**config.mk**
```make
export PLATFORM = sky130hd
export DESIGN_NAME = tdes_word_demux_flat
export DESIGN_NICKNAME = d
export VERILOG_FILES = /design/src/rtl/tdes_word_demux_pkg.sv /design/src/rtl/tdes_word_demux_if.sv /design/src/rtl/tdes_word_demux_blk_fifo2.sv /design/src/rtl/tdes_word_demux.sv /design/src/flat_wrapper.sv
export SDC_FILE = /design/constraint.sdc
export NUM_CORES = 1
export LEC_CHECK = 0
export CAP_MARGIN = 20
export CORE_UTILIZATION = 45
export CTS_BUF_LIST = sky130_fd_sc_hd__clkbuf_8
export DETAILED_ROUTE_END_ITERATION = 8
export PLACE_DENSITY = 0.68
export SLEW_MARGIN = 20
export SYNTH_ARGS = -nofsm -noshare
export SYNTH_HDL_FRONTEND = slang
export SYNTH_SLANG_ARGS = --single-unit
```
**constraint.sdc**
```tcl
create_clock -name clk -period 12.2 [get_ports clk]
set_clock_uncertainty 0.15 [all_clocks]
set_input_delay 3.66 -clock clk [delete_from_list [all_inputs] [get_ports clk]]
set_output_delay 3.66 -clock clk [all_outputs]
set_load 0.01 [all_outputs]
```
**src/rtl/tdes_word_demux_pkg.sv**
```systemverilog
// Shared definitions for the TDES word-to-block demultiplexer slice.
// Holds the half/block widths and the pairing FSM state encoding.
package tdes_defs;

  localparam int TDES_HALF_W = 32;
  localparam int TDES_BLK_W  = 64;

  typedef enum logic {
    ST_WAIT_FIRST  = 1'b0,
    ST_WAIT_SECOND = 1'b1
  } state_t;

endpackage

```
**src/rtl/tdes_word_demux_if.sv**
```systemverilog
// Host word stream in, L/R block stream out, plus clear and status.
// The master modport is the host/core side; the slave modport is the demux.
interface tdes_word_demux_if;
  import tdes_defs::*;

  logic                   clr;
  logic [1:TDES_HALF_W]   in_word;
  logic                   in_valid;
  logic                   in_ready;
  logic [1:TDES_HALF_W]   blk_l;
  logic [1:TDES_HALF_W]   blk_r;
  logic                   blk_valid;
  logic                   blk_ready;
  logic                   half_pending;
  logic                   drop_pulse;

  modport master (
    output clr, in_word, in_valid, blk_ready,
    input  in_ready, blk_l, blk_r, blk_valid, half_pending, drop_pulse
  );

  modport slave (
    input  clr, in_word, in_valid, blk_ready,
    output in_ready, blk_l, blk_r, blk_valid, half_pending, drop_pulse
  );

endinterface

```
**src/rtl/tdes_word_demux_blk_fifo2.sv**
```systemverilog
// Two-entry 64-bit block buffer with 1-bit wrapping pointers and a 0..2 count.
// Exposes next-cycle count so the producer can register its ready flag.
module tdes_blk_fifo2
  import tdes_defs::*;
(
  input  logic                  clk,
  input  logic                  rst,
  input  logic                  clr,
  input  logic                  i_push,
  input  logic [TDES_BLK_W-1:0] i_wdata,
  input  logic                  i_pop,
  output logic [TDES_BLK_W-1:0] o_rdata,
  output logic                  o_empty,
  output logic [1:0]            o_count_nxt
);

  logic [TDES_BLK_W-1:0] r_mem [2];
  logic                  r_wr_ptr;
  logic                  r_rd_ptr;
  logic [1:0]            r_count;
  logic                  w_push;
  logic                  w_pop;
  logic [1:0]            w_count_nxt;

  assign w_push = i_push && (r_count != 2'd2);
  assign w_pop  = i_pop  && (r_count != 2'd0);

  // Simultaneous push and pop leaves the count unchanged
  always_comb begin
    w_count_nxt = r_count;
    if (clr)                 w_count_nxt = 2'd0;
    else if (w_push && !w_pop) w_count_nxt = r_count + 2'd1;
    else if (!w_push && w_pop) w_count_nxt = r_count - 2'd1;
  end

  always_ff @(posedge clk or posedge rst) begin
    if (rst) begin
      r_mem[0] <= '0;
      r_mem[1] <= '0;
      r_wr_ptr <= 1'b0;
      r_rd_ptr <= 1'b0;
      r_count  <= 2'd0;
    end else begin
      r_count <= w_count_nxt;
      if (clr) begin
        r_wr_ptr <= 1'b0;
        r_rd_ptr <= 1'b0;
      end else begin
        if (w_push) begin
          r_mem[r_wr_ptr] <= i_wdata;
          r_wr_ptr        <= ~r_wr_ptr;
        end
        if (w_pop) r_rd_ptr <= ~r_rd_ptr;
      end
    end
  end

  assign o_rdata     = r_mem[r_rd_ptr];
  assign o_empty     = (r_count == 2'd0);
  assign o_count_nxt = w_count_nxt;

endmodule

```
**src/rtl/tdes_word_demux.sv**
```systemverilog
// Pairs incoming 32-bit words into 64-bit L/R blocks and queues them for the
// TDES core; L_FIRST selects whether the first word of a pair is L or R.
module tdes_word_demux
  import tdes_defs::*;
#(
  parameter logic L_FIRST = 1'b1
) (
  input  logic              clk,
  input  logic              rst,
  tdes_word_demux_if.slave  bus
);

  state_t                r_state;
  logic [1:TDES_HALF_W]  r_first;
  logic                  r_in_ready;
  logic                  r_drop;
  logic                  w_accept;
  logic                  w_push;
  logic                  w_pop;
  logic                  w_empty;
  logic [1:0]            w_count_nxt;
  logic [TDES_BLK_W-1:0] w_blk;
  logic [TDES_BLK_W-1:0] w_rdata;

  // Handshakes presented during clr are ignored
  assign w_accept = bus.in_valid && r_in_ready && !bus.clr;
  assign w_push   = w_accept && (r_state == ST_WAIT_SECOND);
  assign w_pop    = !w_empty && bus.blk_ready && !bus.clr;
  assign w_blk    = L_FIRST ? {r_first, bus.in_word} : {bus.in_word, r_first};

  tdes_blk_fifo2 u_fifo (
    .clk         (clk),
    .rst         (rst),
    .clr         (bus.clr),
    .i_push      (w_push),
    .i_wdata     (w_blk),
    .i_pop       (w_pop),
    .o_rdata     (w_rdata),
    .o_empty     (w_empty),
    .o_count_nxt (w_count_nxt)
  );

  // in_ready is registered from the next-cycle buffer count: no path from blk_ready
  always_ff @(posedge clk or posedge rst) begin
    if (rst) begin
      r_state    <= ST_WAIT_FIRST;
      r_first    <= '0;
      r_in_ready <= 1'b0;
      r_drop     <= 1'b0;
    end else if (bus.clr) begin
      r_state    <= ST_WAIT_FIRST;
      r_in_ready <= 1'b1;
      r_drop     <= (r_state == ST_WAIT_SECOND) || !w_empty;
    end else begin
      r_drop <= 1'b0;
      case (r_state)
        ST_WAIT_FIRST: begin
          if (w_accept) begin
            r_first    <= bus.in_word;
            r_state    <= ST_WAIT_SECOND;
            r_in_ready <= (w_count_nxt < 2'd2);
          end else begin
            r_in_ready <= 1'b1;
          end
        end
        ST_WAIT_SECOND: begin
          if (w_accept) begin
            r_state    <= ST_WAIT_FIRST;
            r_in_ready <= 1'b1;
          end else begin
            r_in_ready <= (w_count_nxt < 2'd2);
          end
        end
        default: r_state <= ST_WAIT_FIRST;
      endcase
    end
  end

  assign bus.in_ready     = r_in_ready;
  assign bus.blk_valid    = !w_empty;
  assign bus.blk_l        = w_rdata[TDES_BLK_W-1:TDES_HALF_W];
  assign bus.blk_r        = w_rdata[TDES_HALF_W-1:0];
  assign bus.half_pending = (r_state == ST_WAIT_SECOND);
  assign bus.drop_pulse   = r_drop;

endmodule

```
**src/flat_wrapper.sv**
```systemverilog
// flat-port wrapper written by rule: the top's interface ports become plain ports
module tdes_word_demux_flat import tdes_defs::*;
#(
  parameter logic L_FIRST = 1'b1
)
  (clk, rst, bus_clr, bus_in_word, bus_in_valid, bus_blk_ready, bus_in_ready, bus_blk_l, bus_blk_r, bus_blk_valid, bus_half_pending, bus_drop_pulse);
  tdes_word_demux_if bus_i ();
  input  logic clk;
  input  logic rst;
  input wire logic [$bits(bus_i.clr)-1:0] bus_clr;
  input wire logic [$bits(bus_i.in_word)-1:0] bus_in_word;
  input wire logic [$bits(bus_i.in_valid)-1:0] bus_in_valid;
  input wire logic [$bits(bus_i.blk_ready)-1:0] bus_blk_ready;
  output wire logic [$bits(bus_i.in_ready)-1:0] bus_in_ready;
  output wire logic [$bits(bus_i.blk_l)-1:0] bus_blk_l;
  output wire logic [$bits(bus_i.blk_r)-1:0] bus_blk_r;
  output wire logic [$bits(bus_i.blk_valid)-1:0] bus_blk_valid;
  output wire logic [$bits(bus_i.half_pending)-1:0] bus_half_pending;
  output wire logic [$bits(bus_i.drop_pulse)-1:0] bus_drop_pulse;
  assign bus_i.clr = bus_clr;
  assign bus_i.in_word = bus_in_word;
  assign bus_i.in_valid = bus_in_valid;
  assign bus_i.blk_ready = bus_blk_ready;
  assign bus_in_ready = bus_i.in_ready;
  assign bus_blk_l = bus_i.blk_l;
  assign bus_blk_r = bus_i.blk_r;
  assign bus_blk_valid = bus_i.blk_valid;
  assign bus_half_pending = bus_i.half_pending;
  assign bus_drop_pulse = bus_i.drop_pulse;
  tdes_word_demux #(.L_FIRST(L_FIRST)) u_core (.clk(clk), .rst(rst), .bus(bus_i));
endmodule
```
==> impl_metrics.csv <==
group,metric,value,unit
die,io_pins,105,
yosys,syn_area_per_cell,16.1,um2
layout,multi_input_area,2760,um2
global_routing,grt_pass1_vias,4234,
clocking,cts.sinks,167,
routing,avgRoutedWirePerCell,16.8,um
place,dp_cells,741,
place,dpl.hpwl,8.21,mm
layout,area_growth,22.8,%
job,cap_violations,0,
power_and_ir_drop,ir_worst_vdd,84.5,uV
clocking,ctsResizeCount,0,
clocking,cts_setup_buffers,0,
critical_path,worstPathRequired,8390,ps
clocking,cts-root-buf,"clkbuf_8",
critical_path,critPathKind,"flip-flop to output pin",
critical_path,startpoint_type,"flip-flop",
die,dieArea,16400,um2
clocking,ctsHtreeMaxLevel,4,
yosys,yosysWarnings,0,
power_and_ir_drop,leakage,3.97,nW
critical_path,path_max_fanout,49,
yosys,ys_seq_area_frac,0.584,
clocking,cts_buffers,17,
clocking,cts_tree,"done",
sta,period_share,0.537,
hold_path,hp-class,"flip-flop to flip-flop",
power_and_ir_drop,power_density,208,nW/um2
routing,drtIter0Drc,88,
critical_path,worstPathArrival,2740,ps
clocking,ctsHoldBuffers,0,
global_routing,grt_pass1_wl,21.4,mm
run_status,status,"finished clean",
sta,rsz0062_at_grt,"false",
routing,wl,13.0,mm
die,core,15400,um2
layout,antenna_cells,0,
layout,drive_above_1_share,0.469,
routing,antenna_left,0,
layout,layout.cells.non_filler,772,
die,die_w,128,um
layout,fillers,1236,
die,die_h,128,um
yosys,synth_seq_cells,167,
critical_path,crit_path_end_kind,"output pin",
layout,regArea,4180,um2
routing,num_vias,3881,
routing,avgViaCountPerCell,5.03,
die,rows,45,
clocking,clk_path_buf_depth,2,
die,start_util,0.465,
yosys,synth_top_area_frac,0.584,
routing,drt-pass1-iter-count,4,
sta,setup_violations,0,
sta,hold_ws,341,ps
sta,relSlewSlack,0.348,
layout,fin_nets,589,
place,routabilityCongestion,0.689,
yosys,synth_top_cell_by_area,"dfrtp_1",
yosys,syn-cell-area,7150,um2
sta,drv_slew,0,
sta,post-route-min-period,6550,ps
global_routing,antenna_found_initial,1,
yosys,syn_nets,484,
global_routing,grtUsageTotal,0.172,
clocking,clock_latency,450,ps
global_routing,grt_start_max_net_pins,93,
place,io_buffers,104,
clocking,clkTransAtPathRegs,80,ps
sta,fmax,153,MHz
yosys,yosys-top-cells-area,"dfrtp_1 (58%), mux2_2 (34%), buf_6 (1.4%), buf_4 (0.84%), mux2_1 (0.79%)",
routing,drc,0,
yosys,synth_cells,444,
global_routing,grt.overflow.total,0,
sta,tightestPinTransition,978,ps
sta,hold_viol_final,0,
sta,tns,0,ps
yosys,synth_cell_types,22,
-- path summary, 6_finish.rpt --
check                                                     startpoint  slack [ps]                              endpoint  depth (start not counted)
max in group asynchronous                                        rst        6770    u_core.u_fifo.r_rd_ptr$_DFFE_PP0P_                          3
worst max register to register         u_core.bus.in_ready$_DFF_PP0_        9900   u_core.u_fifo.r_mem[15]$_DFFE_PP0P_                          6
min in group asynchronous                                        rst        3610        u_core.r_first[18]$_DFFE_PP0P_                          2
worst max-delay path              u_core.u_fifo.r_rd_ptr$_DFFE_PP0P_        5650                          bus_blk_r[8]                          3
worst min register to register  u_core.u_fifo.r_mem[112]$_DFFE_PP0P_         340  u_core.u_fifo.r_mem[112]$_DFFE_PP0P_                          1
worst min-delay path            u_core.u_fifo.r_mem[112]$_DFFE_PP0P_         340  u_core.u_fifo.r_mem[112]$_DFFE_PP0P_                          1
-- cells in the mapped netlist --
| cell | n |
|---|---|
| mux2_1 | 5 |
| buf_4 | 8 |
| clkbuf_1 | 2 |
| mux2_4 | 3 |
| mux2_2 | 217 |
| xnor3_1 | 1 |
| buf_2 | 6 |
| a211oi_1 | 2 |
| ha_1 | 3 |
| dfrtp_1 | 167 |
| a2111o_1 | 1 |
| nor2_1 | 3 |
| nor2b_1 | 3 |
| o21a_1 | 1 |
| buf_6 | 9 |
| inv_1 | 4 |
| and3b_1 | 2 |
| nor3b_1 | 1 |
| nor3_4 | 1 |
| xnor2_1 | 3 |
| nor2b_4 | 1 |
| nand2b_2 | 1 |
-- cell families after synthesis --
family                     share of synthesized area
muxes                                          0.356
DFF                                            0.584
buffers and inverters                         0.0299
and+or+nand+nor                               0.0131
AOI/OAI and AO/OA                            0.00472
xor gates and xnor gates                     0.00682
adders and majority gates                    0.00525
-- where the power goes --
| group | internal, mW | switching [mW] |
|---|---|---|
| Sequential | 0.683 | 0.0731 |
| Combinational | 0.396 | 0.225 |
| Clock | 0.262 | 0.185 |
-- sequential cells by signal, summed over array words and instances, names as in the netlist --
register / cells
u_core.bus.drop_pulse: 1
u_core.bus.half_pending: 1
u_core.bus.in_ready: 1
u_core.r_first: 32
u_core.u_fifo.r_count: 2
u_core.u_fifo.r_mem: 128
u_core.u_fifo.r_rd_ptr: 1
u_core.u_fifo.r_wr_ptr: 1
-- routing by layer --
| metal | global-route usage | share of wire | vias to the layer above |
|---|---|---|---|
| met1 | 0.229 | 0.47 | 1994 |
| met5 | 0 | 0.0010 | - |
| met4 | 0.0685 | 0.015 | 2 |
| li1 | - | - | 1790 |
| met2 | 0.270 | 0.47 | 77 |
| met3 | 0.0434 | 0.039 | 18 |
-- cells in the final DEF, fill, tap and decap left out --
cell type / n
o21a_1: 1
nor2_1: 3
a211oi_1: 2
nor3_4: 1
mux2_2: 217
inv_1: 4
mux2_4: 3
mux2_1: 5
xnor2_1: 3
dfrtp_2: 1
xnor3_1: 1
clkinv_2: 4
and3b_1: 2
bufinv_16: 5
ha_1: 3
nor2b_1: 3
nand2b_2: 1
inv_6: 1
clkbuf_8: 21
clkdlybuf4s50_1: 104
buf_4: 7
nor2b_4: 1
a2111o_1: 1
dfrtp_1: 166
nor3b_2: 1
-- layout make-up --
class | instances | area share
clock inverters | 10 | 0.0198
clock buffers | 21 | 0.0329
flip-flops and latches | 167 | 0.476
multi-input cells | 248 | 0.315
well taps | 211 | 0.0301
inverters | 4 | 0.00228
repair buffers | 111 | 0.124
-- critical path: stages (launching register included) --
cell and delay, ps:
dfrtp_2 650, buf_4 660, mux2_2 440, clkdlybuf4s50_1 500
-- stage by stage --
stage               setup slack, ps   util  total power [mW]  area [um2]
floorplan                      3870      -              1.10        7150
finish                         5650  0.572              1.82        8780
global placement               5900  0.541              1.38        8320
detailed placement             5790  0.541              1.39        8320
global route                   5520  0.572              1.92        8780
CTS                            5590  0.572              1.85        8780
Power figures use the tool's default switching activity.
